### config.mk
export PLATFORM = sky130hd
export DESIGN_NAME = lock_attempt_ctrl_flat
export DESIGN_NICKNAME = d
export VERILOG_FILES = /design/src/rtl/lock_attempt_ctrl_pkg.sv /design/src/rtl/lock_attempt_ctrl_if.sv /design/src/rtl/lock_attempt_ctrl_timer.sv /design/src/rtl/lock_attempt_ctrl.sv /design/src/flat_wrapper.sv
export SDC_FILE = /design/constraint.sdc
export NUM_CORES = 1
export LEC_CHECK = 0
export ABC_AREA = 1
export BUFFER_PORTS_ARGS = -buffer_cell sky130_fd_sc_hd__buf_2
export CAP_MARGIN = 30
export CORE_AREA = 2 2 39 41
export DETAILED_ROUTE_END_ITERATION = 8
export DIE_AREA = 0 0 41 43
export PLACE_DENSITY = 0.62
export SYNTH_ARGS = -nofsm -noshare
export SYNTH_HDL_FRONTEND = slang
export SYNTH_SLANG_ARGS = --single-unit
### constraint.sdc
create_clock -name clock -period 1.48 [get_ports clock]
set_clock_uncertainty 0.15 [all_clocks]
set_input_delay 0.148 -clock clock [delete_from_list [all_inputs] [get_ports clock]]
set_output_delay 0.148 -clock clock [all_outputs]
set_load 0.05 [all_outputs]
### src/rtl/lock_attempt_ctrl_pkg.sv
// Shared state encoding and sizing helper for the lock-attempt controller.
// Latency: n/a (package only).
// Backpressure: n/a (package only).
package lock_pkg;

  // State encoding is visible on the estado port, so it is fixed here.
  localparam logic [1:0] ST_IDLE    = 2'd0;
  localparam logic [1:0] ST_CHECK   = 2'd1;
  localparam logic [1:0] ST_GRANTED = 2'd2;
  localparam logic [1:0] ST_LOCKED  = 2'd3;

  // Counter width able to hold n-1, never narrower than one bit.
  function automatic int clog2_min1(input int n);
    int r;
    r = $clog2(n);
    if (r < 1) r = 1;
    return r;
  endfunction

endpackage

### src/rtl/lock_attempt_ctrl_if.sv
// User/checker-facing signal bundle of the lock-attempt controller.
// Latency: n/a (wiring only).
// Backpressure: none; all signals are single-cycle or level qualified.
interface lock_attempt_ctrl_if #(
  parameter int FAIL_W = 2
);
  logic              iniciar;
  logic              res_valid;
  logic              res_correct;
  logic              chk_start;
  logic              granted;
  logic              blocked;
  logic [FAIL_W-1:0] fail_cnt;
  logic [1:0]        estado;

  // Environment side: drives requests and verdicts, observes status.
  modport master (
    output iniciar, res_valid, res_correct,
    input  chk_start, granted, blocked, fail_cnt, estado
  );

  // Controller side.
  modport slave (
    input  iniciar, res_valid, res_correct,
    output chk_start, granted, blocked, fail_cnt, estado
  );
endinterface

### src/rtl/lock_attempt_ctrl_timer.sv
// Loadable down-counter; zero is high while the count is 0.
// Latency: load takes effect next cycle; zero is a decode of the count register.
// Backpressure: none; en simply pauses the count, which holds at 0.
module lock_timer #(
  parameter int WIDTH = 4
) (
  input  logic             clock,
  input  logic             reset,
  input  logic             load,
  input  logic [WIDTH-1:0] load_val,
  input  logic             en,
  output logic             zero
);
  logic [WIDTH-1:0] cnt_q, cnt_d;

  // Load has priority over counting; the count stops at zero.
  always_comb begin
    cnt_d = cnt_q;
    if (load)                   cnt_d = load_val;
    else if (en && cnt_q != '0) cnt_d = cnt_q - 1'b1;
  end

  // Count register, synchronous reset.
  always_ff @(posedge clock) begin
    if (reset) cnt_q <= '0;
    else       cnt_q <= cnt_d;
  end

  assign zero = (cnt_q == '0);
endmodule

### src/rtl/lock_attempt_ctrl.sv
// Access-attempt sequencer: start pulse, verdict wait, fail counting, timed lockout.
// Latency: one cycle from sampled input to registered outputs.
// Backpressure: blocked gates starts during lockout; optional LOCK_ATTEMPT_TIMEOUT_EN adds a CHECK timeout.
module lock_attempt_ctrl
  import lock_pkg::*;
#(
  parameter int MAX_FAILS      = 3,
  parameter int LOCK_CYCLES    = 16,
  parameter int TIMEOUT_CYCLES = 8,
  parameter int FAIL_W         = 2
) (
  input  logic               clock,
  input  logic               reset,
  lock_attempt_ctrl_if.slave bus
);
  localparam int                LOCK_W    = clog2_min1(LOCK_CYCLES);
  localparam logic [LOCK_W-1:0] LOCK_LOAD = LOCK_W'(LOCK_CYCLES - 1);
  localparam logic [FAIL_W-1:0] FAIL_SAT  = FAIL_W'(MAX_FAILS);

  // Reject configurations that cannot work at elaboration time.
  if (MAX_FAILS < 1 || LOCK_CYCLES < 1 || TIMEOUT_CYCLES < 1 || (1 << FAIL_W) <= MAX_FAILS) begin : g_param_err
    $error("lock_attempt_ctrl: illegal parameter combination");
  end

  logic [1:0]        state_q, state_d;
  logic [FAIL_W-1:0] fail_q, fail_d;
  logic              chk_start_q, chk_start_d;
  logic              granted_q, granted_d;
  logic              blocked_q, blocked_d;
  logic              lock_load, lock_zero;
  logic              timeout_exp;

  // Lockout timer: loaded on the transition into LOCKED, counts while LOCKED.
  assign lock_load = (state_q == ST_CHECK) && (state_d == ST_LOCKED);

  lock_timer #(.WIDTH(LOCK_W)) u_lock_timer (
    .clock    (clock),
    .reset    (reset),
    .load     (lock_load),
    .load_val (LOCK_LOAD),
    .en       (state_q == ST_LOCKED),
    .zero     (lock_zero)
  );

`ifdef LOCK_ATTEMPT_TIMEOUT_EN
  localparam int               TMO_W    = clog2_min1(TIMEOUT_CYCLES);
  localparam logic [TMO_W-1:0] TMO_LOAD = TMO_W'(TIMEOUT_CYCLES - 1);
  logic tmo_load;

  // Timeout timer starts with every entry into CHECK; its zero is the expiry.
  assign tmo_load = (state_q == ST_IDLE) && bus.iniciar;

  lock_timer #(.WIDTH(TMO_W)) u_tmo_timer (
    .clock    (clock),
    .reset    (reset),
    .load     (tmo_load),
    .load_val (TMO_LOAD),
    .en       (state_q == ST_CHECK),
    .zero     (timeout_exp)
  );
`else
  assign timeout_exp = 1'b0;
`endif

  // Next state and fail counter; a verdict in the expiry cycle takes precedence.
  always_comb begin
    state_d = state_q;
    fail_d  = fail_q;
    case (state_q)
      ST_IDLE: begin
        if (bus.iniciar) state_d = ST_CHECK;
      end
      ST_CHECK: begin
        if (bus.res_valid && bus.res_correct) begin
          state_d = ST_GRANTED;
          fail_d  = '0;
        end else if (bus.res_valid || timeout_exp) begin
          if (int'(fail_q) + 1 < MAX_FAILS) begin
            state_d = ST_IDLE;
            fail_d  = fail_q + 1'b1;
          end else begin
            state_d = ST_LOCKED;
            fail_d  = FAIL_SAT;
          end
        end
      end
      ST_GRANTED: begin
        if (bus.iniciar) state_d = ST_IDLE;
      end
      ST_LOCKED: begin
        if (lock_zero) begin
          state_d = ST_IDLE;
          fail_d  = '0;
        end
      end
      default: state_d = ST_IDLE;
    endcase
  end

  // Output next values decoded from the upcoming state so outputs stay registered.
  always_comb begin
    chk_start_d = (state_q == ST_IDLE) && (state_d == ST_CHECK);
    granted_d   = (state_d == ST_GRANTED);
    blocked_d   = (state_d == ST_LOCKED);
  end

  // State and output registers, synchronous active-high reset.
  always_ff @(posedge clock) begin
    if (reset) begin
      state_q     <= ST_IDLE;
      fail_q      <= '0;
      chk_start_q <= 1'b0;
      granted_q   <= 1'b0;
      blocked_q   <= 1'b0;
    end else begin
      state_q     <= state_d;
      fail_q      <= fail_d;
      chk_start_q <= chk_start_d;
      granted_q   <= granted_d;
      blocked_q   <= blocked_d;
    end
  end

  assign bus.chk_start = chk_start_q;
  assign bus.granted   = granted_q;
  assign bus.blocked   = blocked_q;
  assign bus.fail_cnt  = fail_q;
  assign bus.estado    = state_q;
endmodule

### src/flat_wrapper.sv
// flat-port wrapper written by rule: the top's interface ports become plain ports
module lock_attempt_ctrl_flat import lock_pkg::*;
#(
  parameter int MAX_FAILS      = 3,
  parameter int LOCK_CYCLES    = 16,
  parameter int TIMEOUT_CYCLES = 8,
  parameter int FAIL_W         = 2
)
  (clock, reset, bus_iniciar, bus_res_valid, bus_res_correct, bus_chk_start, bus_granted, bus_blocked, bus_fail_cnt, bus_estado);
  lock_attempt_ctrl_if #(.FAIL_W(FAIL_W)) bus_i ();
  input  logic clock;
  input  logic reset;
  input wire logic [$bits(bus_i.iniciar)-1:0] bus_iniciar;
  input wire logic [$bits(bus_i.res_valid)-1:0] bus_res_valid;
  input wire logic [$bits(bus_i.res_correct)-1:0] bus_res_correct;
  output wire logic [$bits(bus_i.chk_start)-1:0] bus_chk_start;
  output wire logic [$bits(bus_i.granted)-1:0] bus_granted;
  output wire logic [$bits(bus_i.blocked)-1:0] bus_blocked;
  output wire logic [$bits(bus_i.fail_cnt)-1:0] bus_fail_cnt;
  output wire logic [$bits(bus_i.estado)-1:0] bus_estado;
  assign bus_i.iniciar = bus_iniciar;
  assign bus_i.res_valid = bus_res_valid;
  assign bus_i.res_correct = bus_res_correct;
  assign bus_chk_start = bus_i.chk_start;
  assign bus_granted = bus_i.granted;
  assign bus_blocked = bus_i.blocked;
  assign bus_fail_cnt = bus_i.fail_cnt;
  assign bus_estado = bus_i.estado;
  lock_attempt_ctrl #(.MAX_FAILS(MAX_FAILS), .LOCK_CYCLES(LOCK_CYCLES), .TIMEOUT_CYCLES(TIMEOUT_CYCLES), .FAIL_W(FAIL_W)) u_core (.clock(clock), .reset(reset), .bus(bus_i));
endmodule
==> results of run 1 <==
## power groups by stage
stage | Combinational, uW | Sequential, uW | Clock [uW]
after floorplan | 80.3 | 382 | 0
final | 175 | 326 | 212
after global routing | 189 | 328 | 233
after global placement | 167 | 332 | 0
after detailed placement | 167 | 333 | 0
after CTS | 172 | 326 | 218
## flip-flops by register name (all words and copies together) (netlist names)
register                   count
u_core.u_lock_timer.cnt_q      4
u_core.bus.blocked             1
u_core.bus.chk_start           1
u_core.bus.fail_cnt            2
u_core.bus.estado              2
u_core.bus.granted             1
## worst min-delay path: stages
cell	delay (ps)
sky130_fd_sc_hd__buf_2	80
sky130_fd_sc_hd__nand2_1	110
sky130_fd_sc_hd__nand2_1	90
sky130_fd_sc_hd__nand2_1	50
sky130_fd_sc_hd__nand2_1	50
sky130_fd_sc_hd__nor2_1	40
## worst min path at each step
stage / to / slack, ps
global placement: u_core.bus.estado[0] / 270
CTS: u_core.bus.fail_cnt[1] / 170
floorplan: u_core.bus.estado[0] / 60
detailed placement: u_core.bus.estado[0] / 280
global route: u_core.bus.fail_cnt[1] / 210
finish: u_core.bus.fail_cnt[1] / 180
## metal layers
| layer | vias to the layer above | track usage (%) | part of all wire, % |
|---|---|---|---|
| met4 | 0 | 10.0 | 2.7 |
| met2 | 7 | 24.1 | 51 |
| met3 | 5 | 4.71 | 2.7 |
| met5 | - | 0 | 0 |
| met1 | 252 | 20.1 | 44 |
| li1 | 289 | - | - |
## per-stage QoR
| step | std cells | hold slack, ps | setup slack [ps] | instance area, um2 | power (uW) |
|---|---|---|---|---|---|
| floorplan | 81 | 63.0 | 14.9 | 578 | 463 |
| CTS | 114 | 169 | 21.9 | 699 | 715 |
| global placement | 108 | 272 | 68.4 | 653 | 499 |
| detailed placement | 108 | 277 | 41.4 | 653 | 500 |
| finish | 114 | 184 | 103 | 716 | 712 |
| global route | 114 | 206 | 12.9 | 716 | 750 |
## area by class of cell
class                           count  area, um2  area share [%]
Sequential cell                    11        223            31.1
Multi-Input combinational cell     54        310            43.4
Clock buffer                        4       26.3            3.67
Tap cell                           16       20.0            2.80
Timing Repair Buffer               13       75.1            10.5
Inverter                           16       61.3            8.57
## layout by cell type, fill, tap and decap left out, types with 3 or more instances in the layout
cell	n
sky130_fd_sc_hd__nand2_1	20
sky130_fd_sc_hd__inv_1	14
sky130_fd_sc_hd__a21oi_1	5
sky130_fd_sc_hd__dfxtp_1	9
sky130_fd_sc_hd__nor2_1	6
sky130_fd_sc_hd__clkbuf_4	3
sky130_fd_sc_hd__nand2_2	3
sky130_fd_sc_hd__o21ai_0	3
sky130_fd_sc_hd__nand3_1	3
sky130_fd_sc_hd__buf_2	11
## cells by family after synthesis
kind of cell / Yosys count / synth area share [%]
AO/OA/AOI/OAI: 13 / 13.7
XOR/XNOR: 1 / 1.52
adder cells (fa/ha/maj): 1 / 2.17
buffers and inverters: 16 / 10.7
flip-flops: 11 / 38.3
AND/OR/NAND/NOR: 39 / 33.7
## repair_timing
item / CTS / global route
endpoints found under the setup margin: 0 / 4
hold endpoints to repair: 6 / 0
hold buffers: 2 / 0
resized for setup: 0 / 4
==> parameters.txt, run 1 <==
Parameter                              Value

Cells and area
  Fillers    approximately 140
  Finished Core Util    ~52%
  Share of cells above drive strength 1    ~30%
  Number of nets at the end of the flow    around 110
  Synth-to-layout area growth    24.3%
  Antenna fix cells    0

Worst setup path
  Logic depth of the worst path, buffers included    9
  Maximum fanout along the worst path    5
  Kind of critical path    reg -> reg
  Critical Path Start    u_core.u_lock_timer.cnt_q[0]
  Family with the most delay on the worst path    simple AND/OR/NAND/NOR gates
  Slowest stage cell, crit path    sky130_fd_sc_hd__dfxtp_1
  Startpoint of the lowest-slack register-to-register path    u_core.u_lock_timer.cnt_q[0]
  Crit path buf inv count    2
  Series of cell instances along the critical path    inv_2 > ha_4 > nand2_2 > nand2_4 > nand3_4 > nand2_2 > nand3_1 > nand2_1 > inv_1
  Slowest cell delay on critical path    ~330 ps
  Reg-to-Reg End    u_core.u_lock_timer.cnt_q[3]
  Required time worst endpoint    around 1500 ps
  Data arrival time of the worst path    roughly 1400 ps
  Critical Path Source Type    flip-flop
  CP endpoint    u_core.u_lock_timer.cnt_q[3]
  Library cell appearing most often on the critical path    sky130_fd_sc_hd__nand2_2
  Cells on worst reg2reg path    9
  Worst setup slack for register-to-register paths    between 100 and 150 ps
  Nature of the critical path endpoint    flip-flop

Clock network
  Total CTS buffers    3
  Maximum buffer depth of the clock tree    2
  Count of clock tree sinks    11
  Deepest level of the CTS H-tree    1
  Buffer cell driving the clock tree root    sky130_fd_sc_hd__clkbuf_4
  Worst skew pair latency    270 ps
  Register clock-pin slew on the reported worst setup and hold paths    around 70 ps
  CTS tree    yes
  Number of buffers inserted to repair setup after CTS    0

Global route
  GR Overflow Total    0
  Number of antenna violations at the first check in global routing    0
  Largest net degree at the start of global routing    8
  Via count of the first global-routing pass    499
  GRT Resource Usage Total    between 10% and 20%
  First-pass GRT wire length    around 1900 um

Synth
  Asr flop ratio synth    0%
  Post-Synthesis Cells    81
  Most frequently used cell type in the post-synthesis netlist    sky130_fd_sc_hd__nand2_1
  Top cell type by total area after synthesis    sky130_fd_sc_hd__dfxtp_1
  Number of unique standard cell types used by synthesis    21
  Syn_area_per_cell    ~7.1 um2
  Synth area leaders    sky130_fd_sc_hd__dfxtp_1 (38%), sky130_fd_sc_hd__nand2_1 (13%), sky130_fd_sc_hd__inv_1 (9.8%), sky130_fd_sc_hd__a21oi_1 (5.2%), sky130_fd_sc_hd__nor2_1 (3.9%)
  Part of the Yosys area used for sequential elements    between 30% and 40%
  Post-synth EDFFs    0
  Synthesized net count    87
  Yosys synthesis warning count    0
  Mapped cell area    around 580 um2
  Share of the synthesized area in the top cell type    38.3%
  Leading post-synthesis cells by instance count    sky130_fd_sc_hd__nand2_1 (20), sky130_fd_sc_hd__inv_1 (15), sky130_fd_sc_hd__dfxtp_1 (11)
  Count of state elements after synthesis    11
  Main flop type after synthesis    sky130_fd_sc_hd__dfxtp_1

Drt
  Routed WL per cell    between 10 and 15 um
  Count of nets left with antenna violations after detail routing    0
  First DRT Iteration DRCs    11
  Post-route DRC    0
  Via density per instance    4.85
  Number of search-and-repair iterations in the first detailed-routing pass    4
  Count of vias placed by the detailed router    approximately 550
  WL final    approximately 1200 um

Placement
  Number of buffers inserted by port buffering    11
  Routability-driven placement congestion ratio    approximately 0.82
  Post-DP HPWL    around 870 um

Power
  Power per standard cell area    995 nW/um2
  Psw    ~240 uW
  Static Leakage    0.000362 uW
  Worst vdd rail ir drop    between 500 and 600 uV
  Switching portion of total power    about a third
  Part of the power in the clock network    between 20% and 30%
  Cell-internal power    roughly 470 uW
  Part of the total power dissipated in sequential elements    45.8%
  Combinational share of power    between 20% and 30%

Timing
  Total Negative Setup Slacks    0 ps
  Max Slew Vio Count    0
  Min Tclk post-route    approximately 1400 ps
  Final period utilization    about 93%
  Number of endpoints failing setup at the final stage    0
  Slew @ Worst Pin    ~250 ps
  Worst max-slew margin expressed relative to the limit    between 80% and 90%
  Hold Violations, Final    0
  Unrepaired setup endpoints after global routing    no
  Peak clock frequency supported by timing    around 730 MHz

Floorplan
  Core region area    1380 um2
  Effective utilization at floorplan    roughly two fifths
  # rows    14
  Die extent in x    just over 40 um
  IO Count    12
  Total Die Area    1760 um2
  Vert. Die Dim    ~43 um

Worst hold path
  Classification of the worst-slack hold path    in -> reg
  Hold wc startpoint    bus_res_correct
  Instance count along the most critical hold path    6

Job
  Number of max-cap violations    0

Status
  Run status    finished, final reports clean
Power figures use the tool's default switching activity.
==> inputs of run 2 (changes only) <==
--- a/config.mk
+++ b/config.mk
@@ -5,13 +5,14 @@
 export SDC_FILE = /design/constraint.sdc
 export NUM_CORES = 1
 export LEC_CHECK = 0
-export ABC_AREA = 1
+export ABC_AREA = 0
 export BUFFER_PORTS_ARGS = -buffer_cell sky130_fd_sc_hd__buf_2
 export CAP_MARGIN = 30
-export CORE_AREA = 2 2 39 41
+export CELL_PAD_IN_SITES_DETAIL_PLACEMENT = 1
+export CELL_PAD_IN_SITES_GLOBAL_PLACEMENT = 2
+export CORE_UTILIZATION = 30
 export DETAILED_ROUTE_END_ITERATION = 8
-export DIE_AREA = 0 0 41 43
-export PLACE_DENSITY = 0.62
+export PLACE_DENSITY_LB_ADDON = 0.25
 export SYNTH_ARGS = -nofsm -noshare
 export SYNTH_HDL_FRONTEND = slang
 export SYNTH_SLANG_ARGS = --single-unit
==> parameters.txt, run 2 <==
Parameter                              Value

Status
  Run status    finished with violations
  Violated checks    setup timing

Worst setup path
  Nature of the critical path endpoint    flip-flop
  Startpoint of the lowest-slack register-to-register path    u_core.u_lock_timer.cnt_q[1]
  Cells on worst reg2reg path    6
  Required time worst endpoint    1480 ps
  Kind of critical path    reg -> reg
  Data arrival time of the worst path    about 1600 ps
  Worst setup slack for register-to-register paths    -150 ps
  Maximum fanout along the worst path    6
  Slowest stage cell, crit path    sky130_fd_sc_hd__or3b_4
  Critical Path Source Type    flip-flop
  Series of cell instances along the critical path    inv_2 > ha_4 > or3b_4 > and3_4 > nor3_4 > a211oi_2
  Reg-to-Reg End    u_core.u_lock_timer.cnt_q[0]
  Slowest cell delay on critical path    around 370 ps

Clock network
  Deepest level of the CTS H-tree    1
  Register clock-pin slew on the reported worst setup and hold paths    roughly 70 ps
  Count of clock tree sinks    11
  CTS tree    yes
  Buffer cell driving the clock tree root    sky130_fd_sc_hd__clkbuf_4
  Worst skew pair latency    260 ps
  Maximum buffer depth of the clock tree    2
  Total CTS buffers    3

Drt
  First DRT Iteration DRCs    6
  Number of search-and-repair iterations in the first detailed-routing pass    2
  Post-route DRC    0
  Count of vias placed by the detailed router    between 500 and 600
  Via density per instance    4.97
  Count of nets left with antenna violations after detail routing    0
  Routed WL per cell    12.8 um
  WL final    roughly 1500 um

Timing
  Final period utilization    110%
  Worst max-slew margin expressed relative to the limit    around four fifths
  Number of endpoints failing setup at the final stage    6
  Worst hold slack after final layout    58.0 ps
  Max Slew Vio Count    0
  Crit path setup slack, layout    -147 ps
  Unrepaired setup endpoints after global routing    yes
  Hold Violations, Final    0
  Min Tclk post-route    around 1600 ps
  Peak clock frequency supported by timing    615 MHz
  Slew @ Worst Pin    ~320 ps

Cells and area
  Post-route cell area    around 840 um2
  Biggest register    u_core.u_lock_timer.cnt_q
  Share of cells above drive strength 1    slightly above 50%
  Flip-flop count of the largest register after layout    4
  Number of nets at the end of the flow    ~100
  Antenna fix cells    0
  Count of placed standard cells in the final layout, fillers left out    ~120
  Synth-to-layout area growth    39.2%
  Commonest non-fill, non-tap cell in the layout    sky130_fd_sc_hd__buf_4
  Most used cells in the layout excluding fill and tap cells    sky130_fd_sc_hd__buf_4 (12), sky130_fd_sc_hd__buf_2 (11), sky130_fd_sc_hd__nand2_1 (6), sky130_fd_sc_hd__dfxtp_1 (6), sky130_fd_sc_hd__dfxtp_2 (5)

Synth
  Leading post-synthesis cells by instance count    sky130_fd_sc_hd__dfxtp_1 (11), sky130_fd_sc_hd__nand2_1 (6), sky130_fd_sc_hd__inv_1 (5)
  Complex-gate fraction of the synthesized area    roughly 20%
  Synth area leaders    sky130_fd_sc_hd__dfxtp_1 (37%), sky130_fd_sc_hd__nor3_2 (5.0%), sky130_fd_sc_hd__a211oi_2 (4.2%), sky130_fd_sc_hd__a31oi_1 (4.2%), sky130_fd_sc_hd__nand2_1 (3.8%)
  Part of the Yosys area used for sequential elements    36.7%
  Most frequently used cell type in the post-synthesis netlist    sky130_fd_sc_hd__dfxtp_1
  Top cell type by total area after synthesis    sky130_fd_sc_hd__dfxtp_1
  Share of synthesized cell area in and, or, nand and nor gates    31.7%
  Post-synth EDFFs    0
  Syn_area_per_cell    around 8.8 um2
  Main combinational cell family by area after synthesis    simple AND/OR/NAND/NOR gates
  Mapped cell area    about 600 um2
  Asr flop ratio synth    0%
  Main flop type after synthesis    sky130_fd_sc_hd__dfxtp_1
  Xor and xnor fraction of the mapped netlist area    0%
  Adder and majority gate portion of the synthesized area    ~2.1%
  Mux share of post-synthesis cell area    about 1.9%
  Count of state elements after synthesis    11
  Post-Synthesis Cells    roughly 70
  Share of the synthesized area in the top cell type    a little under two fifths
  Synthesized net count    between 70 and 80
  Number of unique standard cell types used by synthesis    31
  Yosys synthesis warning count    0

Power
  Static Leakage    between 0.0003 and 0.0004 uW
  Overall Power    approximately 620 uW
  Power per standard cell area    739 nW/um2
  Worst vdd rail ir drop    377 uV

Worst hold path
  Classification of the worst-slack hold path    in -> reg
  Hold wc startpoint    reset
  Worst Hold End    u_core.u_lock_timer.cnt_q[0]
  Instance count along the most critical hold path    2

Floorplan
  Die extent in x    between 40 and 50 um
  Core region area    between 1500 and 2000 um2
  Total Die Area    ~2200 um2
  Effective utilization at floorplan    between 30% and 40%
  IO Count    12
  # rows    15
  Vert. Die Dim    between 40 and 50 um

Global route
  GRT Resource Usage Total    between 10% and 20%
  Global-route track usage on met1    about 22%
  Met2 usage    a little over a quarter
  Via count of the first global-routing pass    approximately 550
  GR Overflow Total    0
  Largest net degree at the start of global routing    14
  Number of antenna violations at the first check in global routing    0
  First-pass GRT wire length    2480 um
  GR Util met3    2.31%
  Top Usage Layer GRT    met2

Placement
  Post-DP HPWL    around 1100 um
  Number of buffers inserted by port buffering    11
  Post-Place Setup Slack    -147 ps
  Placed cell count    109
  Area post-placement    between 700 and 800 um2
  Routability-driven placement congestion ratio    between 0.7 and 0.8

Job
  Number of max-cap violations    0
-- run 2: cell types whose count changed after synthesis, moves of 3 or more --
cell,change
sky130_fd_sc_hd__a21oi_1,-5
sky130_fd_sc_hd__a31oi_1,+4
sky130_fd_sc_hd__inv_1,-10
sky130_fd_sc_hd__nand2_1,-14
sky130_fd_sc_hd__nand2_2,-3
sky130_fd_sc_hd__nand3_1,-3
sky130_fd_sc_hd__nor3_2,+3
-- run 2: worst max path at each step --
stage / cells after the start / slack [ps] / to / startpoint
detailed placement: 6 / -150 / u_core.u_lock_timer.cnt_q[1] / u_core.u_lock_timer.cnt_q[1]
floorplan: 7 / -200 / u_core.u_lock_timer.cnt_q[1] / u_core.u_lock_timer.cnt_q[1]
finish: 6 / -150 / u_core.u_lock_timer.cnt_q[0] / u_core.u_lock_timer.cnt_q[1]
global route: 6 / -210 / u_core.u_lock_timer.cnt_q[0] / u_core.u_lock_timer.cnt_q[1]
CTS: 6 / -140 / u_core.u_lock_timer.cnt_q[0] / u_core.u_lock_timer.cnt_q[1]
global placement: 6 / -100 / u_core.u_lock_timer.cnt_q[1] / u_core.u_lock_timer.cnt_q[1]
-- run 2: cell families after synthesis --
group / after synthesis
buf+inv: 9
fa+ha+maj: 1
mux: 1
flops: 11
compound gates: 16
simple gates: 30
-- run 2: where the power goes --
| part | switching, uW | internal, uW |
|---|---|---|
| clock network | 102 | 104 |
| logic | 59.8 | 36.4 |
| registers | 11.3 | 304 |
| total | 173 | 444 |
-- run 2: final cells by class --
cell class | count | area [um2]
Fill cell | 235 | 966
Multi-Input combinational cell | 48 | 378
Sequential cell | 11 | 226
Timing Repair Buffer | 24 | 155
Tap cell | 25 | 31.3
Clock buffer | 4 | 26.3
Inverter | 5 | 18.8
-- run 2: per-layer routing --
layer / vias to the layer above / share of wire (%)
li1: 296 / -
met1: 276 / 48
met2: 7 / 47
met3: 2 / 3.5
met4: 0 / 0.94
met5: - / 0
-- run 2: per-stage QoR --
stage                     utilization, %  TNS (ps)
after floorplan                        -      -750
after global placement              41.5      -332
after detailed placement            41.5      -542
after CTS                           45.3      -640
after global routing                46.4     -1020
final                               46.4      -639
-- run 2: critical path, delay by kind of cell, from the launching register on --
family,cells,cell delay [ps]
AOI/OAI and AO/OA,1,60
adders and majority gates,1,130
buffers and inverters,1,70
DFF,1,330
and+or+nand+nor,3,770
-- run 2: timing repair --
| item | in CTS | in global routing |
|---|---|---|
| endpoints found under the hold margin | 1 | 0 |
| hold buffers | 1 | 0 |
| setup endpoints to repair | 6 | 9 |
| buffers inserted | 4 | 0 |
| pin swaps | 1 | 1 |
| resized for setup | 1 | 5 |
==> inputs of run 3 (changes only) <==
--- a/config.mk
+++ b/config.mk
@@ -13,6 +13,7 @@
 export CORE_UTILIZATION = 30
 export DETAILED_ROUTE_END_ITERATION = 8
 export PLACE_DENSITY_LB_ADDON = 0.25
+export SETUP_SLACK_MARGIN = 0.5
 export SYNTH_ARGS = -nofsm -noshare
 export SYNTH_HDL_FRONTEND = slang
 export SYNTH_SLANG_ARGS = --single-unit
==> parameters.txt, run 3 (synthesis gave the netlist of run 2 again) <==
Parameter                              Value

Placement
  Routability-driven placement congestion ratio    approximately 0.76
  Post-Place Setup Slack    -152 ps
  Placed cell count    approximately 110
  Number of buffers inserted by port buffering    11
  Post-DP HPWL    a little over 1000 um

Timing
  Hold Violations, Final    0
  Crit path setup slack, layout    -137 ps
  Number of endpoints failing setup at the final stage    9
  Total Negative Setup Slacks    -775 ps
  Min Tclk post-route    roughly 1600 ps
  Unrepaired setup endpoints after global routing    yes
  Worst max-slew margin expressed relative to the limit    79.8%
  Peak clock frequency supported by timing    just over 600 MHz
  Max Slew Vio Count    0
  Final period utilization    109%
  Slew @ Worst Pin    ~300 ps

Drt
  First DRT Iteration DRCs    12
  Routed WL per cell    ~17 um
  Number of search-and-repair iterations in the first detailed-routing pass    4
  Post-route DRC    0
  Count of vias placed by the detailed router    642
  Count of nets left with antenna violations after detail routing    0
  WL final    about 2000 um
  Via density per instance    between 5 and 6

Power
  Part of the power in the clock network    around a third
  Power per standard cell area    ~630 nW/um2
  Cell-internal power    469 uW
  Part of the total power dissipated in sequential elements    ~47%
  Static Leakage    about 0.00043 uW
  Combinational share of power    about a fifth
  Worst vdd rail ir drop    338 uV
  Psw    191 uW
  Switching portion of total power    29.0%

Cells and area
  Count of placed standard cells in the final layout, fillers left out    121
  Finished Core Util    58.1%
  Most used cells in the layout excluding fill and tap cells    sky130_fd_sc_hd__buf_4 (12), sky130_fd_sc_hd__buf_8 (7), sky130_fd_sc_hd__dfxtp_2 (5)
  Commonest non-fill, non-tap cell in the layout    sky130_fd_sc_hd__buf_4
  Flip-flop count of the largest register after layout    4
  Antenna fix cells    0
  Number of nets at the end of the flow    103
  Share of cells above drive strength 1    between 60 and 70%
  Biggest register    u_core.u_lock_timer.cnt_q
  Synth-to-layout area growth    74.2%

Clock network
  Deepest level of the CTS H-tree    1
  Total CTS buffers    3
  CTS tree    yes
  Worst skew pair latency    270 ps
  Register clock-pin slew on the reported worst setup and hold paths    70 ps
  Count of clock tree sinks    11
  Buffer cell driving the clock tree root    sky130_fd_sc_hd__clkbuf_4
  Maximum buffer depth of the clock tree    2

Worst setup path
  Nature of the critical path endpoint    flip-flop
  Startpoint of the lowest-slack register-to-register path    u_core.u_lock_timer.cnt_q[1]
  Kind of critical path    reg -> reg
  Data arrival time of the worst path    1630 ps
  Required time worst endpoint    1490 ps
  Worst setup slack for register-to-register paths    -140 ps
  Critical Path Source Type    flip-flop
  Critical Path Start    u_core.u_lock_timer.cnt_q[1]
  Maximum fanout along the worst path    2
  Cells on worst reg2reg path    7
  Reg-to-Reg End    u_core.bus.granted

Worst hold path
  Worst Hold End    u_core.bus.chk_start
  Instance count along the most critical hold path    3
  Hold wc startpoint    bus_iniciar
  Classification of the worst-slack hold path    in -> reg

Floorplan
  IO Count    12
  # rows    15
  Effective utilization at floorplan    around a third
  Die extent in x    between 40 and 50 um
  Total Die Area    ~2200 um2
  Core region area    1800 um2
  Vert. Die Dim    ~47 um

Status
  Run status    finished with violations
  Violated checks    setup timing

Global route
  Number of antenna violations at the first check in global routing    0
  Largest net degree at the start of global routing    17
  GRT Resource Usage Total    around 18%
  First-pass GRT wire length    roughly 2600 um
  GR Overflow Total    0
  Via count of the first global-routing pass    approximately 570

Job
  Number of max-cap violations    0
## run 3: cell count changes in the layout (fill, tap and decap cells not counted), moves of 2 or more
cell and delta:
sky130_fd_sc_hd__buf_2 -7, sky130_fd_sc_hd__buf_6 +3, sky130_fd_sc_hd__buf_8 +7, sky130_fd_sc_hd__dfxtp_1 -4, sky130_fd_sc_hd__dfxtp_4 +4, sky130_fd_sc_hd__nand2_1 -2
sky130_fd_sc_hd__nor3_1 -2, sky130_fd_sc_hd__o21ai_1 +2
## run 3: per-layer routing
| layer | routed length, um | global-route usage [%] | vias up |
|---|---|---|---|
| li1 | - | - | 300 |
| met1 | 819 | 23.1 | 325 |
| met2 | 1110 | 28.6 | 13 |
| met3 | 54 | 3.46 | 4 |
| met4 | 26 | 8.57 | 0 |
| met5 | 0 | 0 | - |
## run 3: worst max path at each step
stage / depth (start not counted) / slack [ps] / endpoint
after floorplan: 7 / -200 / u_core.u_lock_timer.cnt_q[1]
after global placement: 6 / -100 / u_core.u_lock_timer.cnt_q[1]
after detailed placement: 6 / -150 / u_core.u_lock_timer.cnt_q[1]
after CTS: 6 / -140 / u_core.u_lock_timer.cnt_q[0]
after global routing: 7 / -190 / u_core.bus.granted
final: 7 / -140 / u_core.bus.granted
## run 3: final cells by class
type | count | area [um2]
inverters | 5 | 18.8
repair buffers | 28 | 302
flip-flops and latches | 11 | 241
clock buffers | 4 | 26.3
well taps | 25 | 31.3
multi-input cells | 48 | 427
fillers | 213 | 756
## run 3: timing repair
| item | in CTS | in global routing |
|---|---|---|
| setup endpoints to repair | 17 | 18 |
| gates cloned | 1 | 0 |
| buffers inserted | 6 | 4 |
| endpoints found under the hold margin | 1 | 1 |
| gates resized for setup | 34 | 5 |
| pin swaps | 11 | 5 |
## run 3: power by group through the flow
| stage | logic [uW] | registers (uW) | clock network, uW |
|---|---|---|---|
| final | 136 | 313 | 212 |
| after global placement | 82.1 | 320 | 0 |
| after global routing | 143 | 314 | 241 |
| after detailed placement | 81.5 | 320 | 0 |
| after CTS | 105 | 315 | 219 |
| after floorplan | 43.7 | 339 | 0 |
## run 3: critical path: stages (launching register included)
cell and delay, ps:
sky130_fd_sc_hd__dfxtp_2 330, sky130_fd_sc_hd__inv_2 70, sky130_fd_sc_hd__ha_4 130, sky130_fd_sc_hd__or3b_4 370, sky130_fd_sc_hd__buf_4 150, sky130_fd_sc_hd__nand2_4 60, sky130_fd_sc_hd__a311oi_2 90, sky130_fd_sc_hd__and2_1 160
## run 3: metrics by stage
stage	hold slack (ps)	area [um2]	power (uW)
floorplan	139	661	383
global placement	280	754	402
detailed placement	284	754	402
CTS	-15.5	975	639
global route	-0.199	1050	698
finish	6.03	1050	660
